**config.mk**
```make
export PLATFORM = sky130hd
export DESIGN_NAME = spi_cfg_receiver
export DESIGN_NICKNAME = d
export VERILOG_FILES = /design/src/rtl/spi_cfg_receiver.sv
export SDC_FILE = /design/constraint.sdc
export NUM_CORES = 2
export LEC_CHECK = 0
export ABC_AREA = 1
export CELL_PAD_IN_SITES_DETAIL_PLACEMENT = 1
export CELL_PAD_IN_SITES_GLOBAL_PLACEMENT = 1
export CORE_MARGIN = 2
export CORE_UTILIZATION = 30
export DETAILED_ROUTE_END_ITERATION = 8
export PLACE_DENSITY = 0.65
export RECOVER_POWER = 50
export SETUP_SLACK_MARGIN = 0.05
export SYNTH_ARGS = -nofsm -noshare
export SYNTH_HDL_FRONTEND = slang
export SYNTH_SLANG_ARGS = --single-unit
```
**constraint.sdc**
```tcl
create_clock -name SCLK -period 2.1 [get_ports SCLK]
set_input_delay 0.21 -clock SCLK [delete_from_list [all_inputs] [get_ports SCLK]]
set_output_delay 0.21 -clock SCLK [all_outputs]
set_load 0.01 [all_outputs]
```
**src/rtl/spi_cfg_receiver.sv**
```systemverilog
// spi_cfg_receiver: chip-side receiver for the FPGA configuration serial link.
// Every serial input is oversampled on SCLK. Frames have two phases: an
// address (slave-select) phase, sent MSB first while REGSEL=1, and a data
// phase, sent LSB first while REGSEL=0. Each complete frame is committed
// into an internal register bank. The block also raises a one-cycle write
// strobe and provides a registered readback port.
//
// state  | meaning
// -------+-------------------------------------------------------------
// IDLE   | no frame in progress; wait for an SCK rise with REGSEL=1
// ADDR   | shifting address bits in, MSB first
// DATA   | shifting data bits in, LSB first; commit after DATA_W bits
// HOLD   | frame done; ignore trailing SCK, wait for a REGSEL rise
module spi_cfg_receiver #(
  parameter int ADDR_W      = 5,
  parameter int DATA_W      = 30,
  parameter int NUM_REGS    = 23,
  parameter int SYNC_STAGES = 2
) (
  input  logic              SCLK,
  input  logic              RST,
  input  logic              SCK,
  input  logic              GRST_IN,
  input  logic              SIN,
  input  logic              REGSEL,
  input  logic [ADDR_W-1:0] RD_ADDR,
  output logic [DATA_W-1:0] RD_DATA,
  output logic              WR_STB,
  output logic [ADDR_W-1:0] WR_ADDR,
  output logic [DATA_W-1:0] WR_DATA,
  output logic              ADDR_ERR,
  output logic              FRAME_ERR,
  output logic              CHIP_RST,
  output logic              BUSY
);

  localparam int AC_W = $clog2(ADDR_W + 1);
  localparam int DC_W = $clog2(DATA_W + 1);
  localparam logic [AC_W-1:0]   ADDR_CNT_MAX = AC_W'(ADDR_W);
  localparam logic [DC_W-1:0]   DATA_CNT_MAX = DC_W'(DATA_W);
  localparam logic [ADDR_W:0]   NUM_REGS_C   = (ADDR_W + 1)'(NUM_REGS);

  typedef enum logic [1:0] {
    S_IDLE = 2'd0,
    S_ADDR = 2'd1,
    S_DATA = 2'd2,
    S_HOLD = 2'd3
  } state_e;

  logic [SYNC_STAGES-1:0] sck_sync_q, sin_sync_q, regsel_sync_q, grst_sync_q;
  logic                   sck_prev_q;
  logic                   sck_s, sin_s, regsel_s, chip_rst_s, sck_rise;

  state_e                 state_q, state_d;
  logic [ADDR_W-1:0]      addr_sr_q, addr_sr_d;
  logic [AC_W-1:0]        addr_cnt_q, addr_cnt_d;
  logic [DATA_W-1:0]      data_sr_q, data_sr_d;
  logic [DC_W-1:0]        data_cnt_q, data_cnt_d;
  logic [ADDR_W-1:0]      wr_addr_q, wr_addr_d;
  logic [DATA_W-1:0]      wr_data_q, wr_data_d;
  logic                   wr_stb_q, wr_stb_d;
  logic                   addr_err_q, addr_err_d;
  logic                   frame_err_q, frame_err_d;
  logic [DATA_W-1:0]      rd_data_q;
  logic [DATA_W-1:0]      bank_q [NUM_REGS];
  logic                   bank_we, bank_clr;

  logic [ADDR_W-1:0]      addr_shift;
  logic [ADDR_W-1:0]      addr_first;
  logic [AC_W-1:0]        addr_cnt_inc;
  logic                   addr_ok;

  // Synchronizer chains for all asynchronous serial-link inputs.
  always_ff @(posedge SCLK or negedge RST) begin
    if (!RST) begin
      sck_sync_q    <= '0;
      sin_sync_q    <= '0;
      regsel_sync_q <= '0;
      grst_sync_q   <= '0;
      sck_prev_q    <= 1'b0;
    end else begin
      sck_sync_q    <= {sck_sync_q[SYNC_STAGES-2:0], SCK};
      sin_sync_q    <= {sin_sync_q[SYNC_STAGES-2:0], SIN};
      regsel_sync_q <= {regsel_sync_q[SYNC_STAGES-2:0], REGSEL};
      grst_sync_q   <= {grst_sync_q[SYNC_STAGES-2:0], GRST_IN};
      sck_prev_q    <= sck_s;
    end
  end

  assign sck_s      = sck_sync_q[SYNC_STAGES-1];
  assign sin_s      = sin_sync_q[SYNC_STAGES-1];
  assign regsel_s   = regsel_sync_q[SYNC_STAGES-1];
  assign chip_rst_s = grst_sync_q[SYNC_STAGES-1];
  assign sck_rise   = sck_s & ~sck_prev_q;

  assign addr_shift   = {addr_sr_q[ADDR_W-2:0], sin_s};
  assign addr_first   = {{(ADDR_W-1){1'b0}}, sin_s};
  assign addr_cnt_inc = (addr_cnt_q == ADDR_CNT_MAX) ? addr_cnt_q : addr_cnt_q + AC_W'(1);
  assign addr_ok      = ({1'b0, addr_sr_q} < NUM_REGS_C);

  // State and frame datapath registers.
  always_ff @(posedge SCLK or negedge RST) begin
    if (!RST) begin
      state_q     <= S_IDLE;
      addr_sr_q   <= '0;
      addr_cnt_q  <= '0;
      data_sr_q   <= '0;
      data_cnt_q  <= '0;
      wr_addr_q   <= '0;
      wr_data_q   <= '0;
      wr_stb_q    <= 1'b0;
      addr_err_q  <= 1'b0;
      frame_err_q <= 1'b0;
    end else begin
      state_q     <= state_d;
      addr_sr_q   <= addr_sr_d;
      addr_cnt_q  <= addr_cnt_d;
      data_sr_q   <= data_sr_d;
      data_cnt_q  <= data_cnt_d;
      wr_addr_q   <= wr_addr_d;
      wr_data_q   <= wr_data_d;
      wr_stb_q    <= wr_stb_d;
      addr_err_q  <= addr_err_d;
      frame_err_q <= frame_err_d;
    end
  end

  // Next-state, shift and commit logic; chip reset overrides any frame event.
  always_comb begin
    state_d     = state_q;
    addr_sr_d   = addr_sr_q;
    addr_cnt_d  = addr_cnt_q;
    data_sr_d   = data_sr_q;
    data_cnt_d  = data_cnt_q;
    wr_addr_d   = wr_addr_q;
    wr_data_d   = wr_data_q;
    wr_stb_d    = 1'b0;
    addr_err_d  = 1'b0;
    frame_err_d = 1'b0;
    bank_we     = 1'b0;
    bank_clr    = 1'b0;

    if (chip_rst_s) begin
      state_d     = S_IDLE;
      addr_sr_d   = '0;
      addr_cnt_d  = '0;
      data_sr_d   = '0;
      data_cnt_d  = '0;
      wr_addr_d   = '0;
      wr_data_d   = '0;
      bank_clr    = 1'b1;
      frame_err_d = (state_q == S_ADDR) || (state_q == S_DATA);
    end else begin
      unique case (state_q)
        S_IDLE: begin
          if (sck_rise && regsel_s) begin
            state_d    = S_ADDR;
            addr_sr_d  = addr_first;
            addr_cnt_d = AC_W'(1);
          end
        end

        S_ADDR: begin
          if (regsel_s) begin
            if (sck_rise) begin
              addr_sr_d  = addr_shift;
              addr_cnt_d = addr_cnt_inc;
            end
          end else if (addr_cnt_q < ADDR_CNT_MAX) begin
            // Address phase ended short: drop the frame.
            frame_err_d = 1'b1;
            state_d     = S_IDLE;
            addr_sr_d   = '0;
            addr_cnt_d  = '0;
          end else begin
            state_d    = S_DATA;
            data_sr_d  = '0;
            data_cnt_d = '0;
            if (sck_rise) begin
              data_sr_d[0] = sin_s;
              data_cnt_d   = DC_W'(1);
            end
          end
        end

        S_DATA: begin
          if (data_cnt_q == DATA_CNT_MAX) begin
            state_d = S_HOLD;
            if (addr_ok) begin
              bank_we   = 1'b1;
              wr_stb_d  = 1'b1;
              wr_addr_d = addr_sr_q;
              wr_data_d = data_sr_q;
            end else begin
              addr_err_d = 1'b1;
            end
          end else if (regsel_s) begin
            // New address phase started before the data phase completed.
            frame_err_d = 1'b1;
            state_d     = S_ADDR;
            addr_sr_d   = '0;
            addr_cnt_d  = '0;
            if (sck_rise) begin
              addr_sr_d  = addr_first;
              addr_cnt_d = AC_W'(1);
            end
          end else if (sck_rise) begin
            data_sr_d[data_cnt_q] = sin_s;
            data_cnt_d            = data_cnt_q + DC_W'(1);
          end
        end

        S_HOLD: begin
          if (regsel_s) begin
            state_d    = S_ADDR;
            addr_sr_d  = '0;
            addr_cnt_d = '0;
            if (sck_rise) begin
              addr_sr_d  = addr_first;
              addr_cnt_d = AC_W'(1);
            end
          end
        end

        default: state_d = S_IDLE;
      endcase
    end
  end

  // Configuration bank: cleared by either reset, written on frame commit.
  always_ff @(posedge SCLK or negedge RST) begin
    if (!RST) begin
      for (int i = 0; i < NUM_REGS; i++) bank_q[i] <= '0;
    end else if (bank_clr) begin
      for (int i = 0; i < NUM_REGS; i++) bank_q[i] <= '0;
    end else if (bank_we) begin
      bank_q[addr_sr_q] <= data_sr_q;
    end
  end

  // Registered readback; out-of-range addresses read as zero.
  always_ff @(posedge SCLK or negedge RST) begin
    if (!RST) begin
      rd_data_q <= '0;
    end else if ({1'b0, RD_ADDR} < NUM_REGS_C) begin
      rd_data_q <= bank_q[RD_ADDR];
    end else begin
      rd_data_q <= '0;
    end
  end

  assign RD_DATA   = rd_data_q;
  assign WR_STB    = wr_stb_q;
  assign WR_ADDR   = wr_addr_q;
  assign WR_DATA   = wr_data_q;
  assign ADDR_ERR  = addr_err_q;
  assign FRAME_ERR = frame_err_q;
  assign CHIP_RST  = chip_rst_s;
  assign BUSY      = (state_q == S_ADDR) || (state_q == S_DATA);

endmodule
```
==> results.toml <==
[run_status]
outcome = "complete, but fails checks"
violations = "max-capacitance violations, max-slew violations"

[logic_synthesis]
ys_top_cells_by_area = "dfrtp_1, nand2_1, nand3_1, inv_1, clkbuf_1"
synth_nets = 5548
ys_warn_count = 0
ys_ff_latch = 812
yosys.cell_types.count = 32
synth_edf_count = 0
ys_async_sr_fraction_pct = 100
ys_top_cells_by_count = "nand2_1, dfrtp_1, nand3_1, inv_1"
syn_inst = 5526
synth_area_leader_cell = "dfrtp_1"
yosys.cell_count.top_type = "nand2_1"
seq_area_frac_synth_pct = 51.0
synthFlopType = "dfrtp_1"
synth_area_mm2 = 0.0399
synth_top_area_share_pct = 51.0
syn_area_per_cell_um2 = 7.21

[worst_setup_path]
crit_arrival_ns = 2.71
end_kind = "flop"
r2r_cells = 13
rr_endpoint = "bank_q[84]"
r2r_setup_slack_ns = 0.01
cp_max_fo = 8
crit_end = "bank_q[84]"
start_kind = "flop"
path_class = "flop to flop"
cp.required_ns = 2.72
r2r-start = "data_cnt_q[2]"
crit_start = "data_cnt_q[2]"

[floorplanning]
dieArea_mm2 = 0.136
num_rows = 133
dieHeight_um = 368
initial_utilization_pct = 30.3
io_pins = 81
fp.dieW_um = 368
core-area_mm2 = 0.132

[sta]
finalWorstPathRequiredPeriod_ns = 2.09
setup_violations = 0
maxSlewViolCount = 25
slew_headroom_pct = -13.8
postLayoutSetupSlackWorst_ns = 0.0130
fin_skew_ns = 0.0258
tightest_slew_ns = 1.71
final_hold_viol_count = 0
max_freq_ghz = 0.479
rsz0062_at_grt = "yes"
final.period_utilization_pct = 99.4
holdWs_ns = 0.244

[clocking]
root_buffer = "clkbuf_16"
htreeDepth = 3
clock_path_buffers = 3
cts.sinks = 812
insertion_delay_ns = 0.70
cts_tree = "done"
clk_pin_slew_ns = 0.06
cts_made_buffers = 99

[final_layout]
fin_util_pct = 37.6
fin_area_mm2 = 0.0496
drive_above_1_share_pct = 11.2
syn_to_final_growth_pct = 24.4
fillers = 15900
layout.nets = 5733
antenna_cells = 0

[place]
place_area_mm2 = 0.0452
gp_congestion = 0.831
post-place-ws_ns = -0.176
dp_hpwl_um = 102000
port_buffers = 80

[route]
drt_iter0_drc = 2337
drc = 0
vias = 36700
ant_nets = 0
wl_per_cell_um = 21.0
wl_um = 159000
first_pass_iters = 7
via_per_inst = 4.87

[power]
power_density_mw_per_mm2 = 746
cellLeakagePower_nw = 26.0
p_total_mw = 37.0
peakVddDrop_v = 0.000558

[global_routing]
track_usage_pct = 22.8
grt_pass1_vias = 38300
grt_max_degree = 66
grt_pass1_wl_um = 239000
gr-total-overflow = 0
antenna_found_initial = 2

[min_path]
hold_path.startpoint = "RD_ADDR[2]"
min_path_type = "input port to flop"

[flow_run]
maxCapViolCount = 1
[power breakdown]
| part | internal [mW] | switching [mW] |
|---|---|---|
| Clock | 10.6 | 7.29 |
| Sequential | 15.7 | 0.0498 |
| Combinational | 0.975 | 2.31 |
| Total | 27.3 | 9.65 |
[critical path, cell delays in order (launching register included)]
cell and delay [ns]:
dfrtp_1 0.37, nand2_2 0.09, nor2_4 0.17, nand2_4 0.08, buf_4 0.14, buf_4 0.13, nor2_4 0.10, nand2_4 0.11
clkbuf_16 0.22, nor2_4 0.18, buf_12 0.15, buf_12 0.14, nand2_2 0.05, nand2_1 0.07
[per-layer routing]
layer,wire [um],GRT usage (%)
met4,4290,6.19
met1,73700,31.6
met5,13,0
met2,74600,37.7
met3,6060,2.43
[flip-flops by register name, indices dropped and copies added, names as in the netlist, 3 cells and up]
| signal | count |
|---|---|
| bank_q | 690 |
| RD_DATA | 30 |
| WR_DATA | 30 |
| data_sr_q | 30 |
| WR_ADDR | 5 |
| addr_sr_q | 5 |
| data_cnt_q | 5 |
| addr_cnt_q | 3 |
[cells by family (layout without fill, tap and decap cells)]
group                      after synthesis  in the layout  share of synthesized area, %
AOI/OAI and AO/OA                      183            183                          2.51
xor gates and xnor gates                 1              1                        0.0220
adders and majority gates               11             11                         0.345
buffers and inverters                  782           1046                          8.07
DFF                                    812            812                          51.0
and+or+nand+nor                       3737           3737                          38.1
[placed cells by master, fill, tap and decap left out, types with 14 or more instances in the layout]
master              n
nand2_1          2897
dfrtp_1           810
nand3_1           483
inv_1             404
buf_4             169
nor2_1            138
buf_12            123
o21ai_0           122
clkbuf_16         112
clkdlybuf4s50_1    69
nand2_2            45
clkbuf_1           45
nand4_1            40
nor2_2             36
o211ai_1           31
nor2_4             29
nand3b_1           27
o21ai_1            23
clkbuf_8           23
buf_6              22
clkinv_2           14
[area by class of cell]
type | instances | area (um2) | share of cell area [%]
clock inverter | 32 | 472 | 0.952
clock buffer | 148 | 2890 | 5.83
timing repair buffer | 441 | 5310 | 10.7
sequential | 812 | 20300 | 41.0
inverter | 425 | 1620 | 3.28
multi-input combinational | 3932 | 16700 | 33.8
tap | 1755 | 2200 | 4.43
[worst min-delay path by stage]
stage | endpoint | depth (start not counted)
after floorplan | ADDR_ERR | 0
after global placement | bank_q[207] | 1
after detailed placement | bank_q[207] | 1
after CTS | bank_q[100] | 2
after global routing | RD_DATA[3] | 5
final | RD_DATA[3] | 5
[through the flow]
stage               instances  setup TNS (ns)
floorplan                5526               0
global placement         7316          -0.184
detailed placement       7316          -0.176
CTS                      7503               0
global route             7545          -0.711
finish                   7545               0
[what timing repair did]
action	4_1_cts	5_1_grt
resized for setup	15	117
cloned	0	18
pin swaps	0	39
hold buffers	5	0
endpoints found under the hold margin	574	0
endpoints found under the setup margin	16	504
buffers inserted	2	24
(Power assumes the default switching activity.)
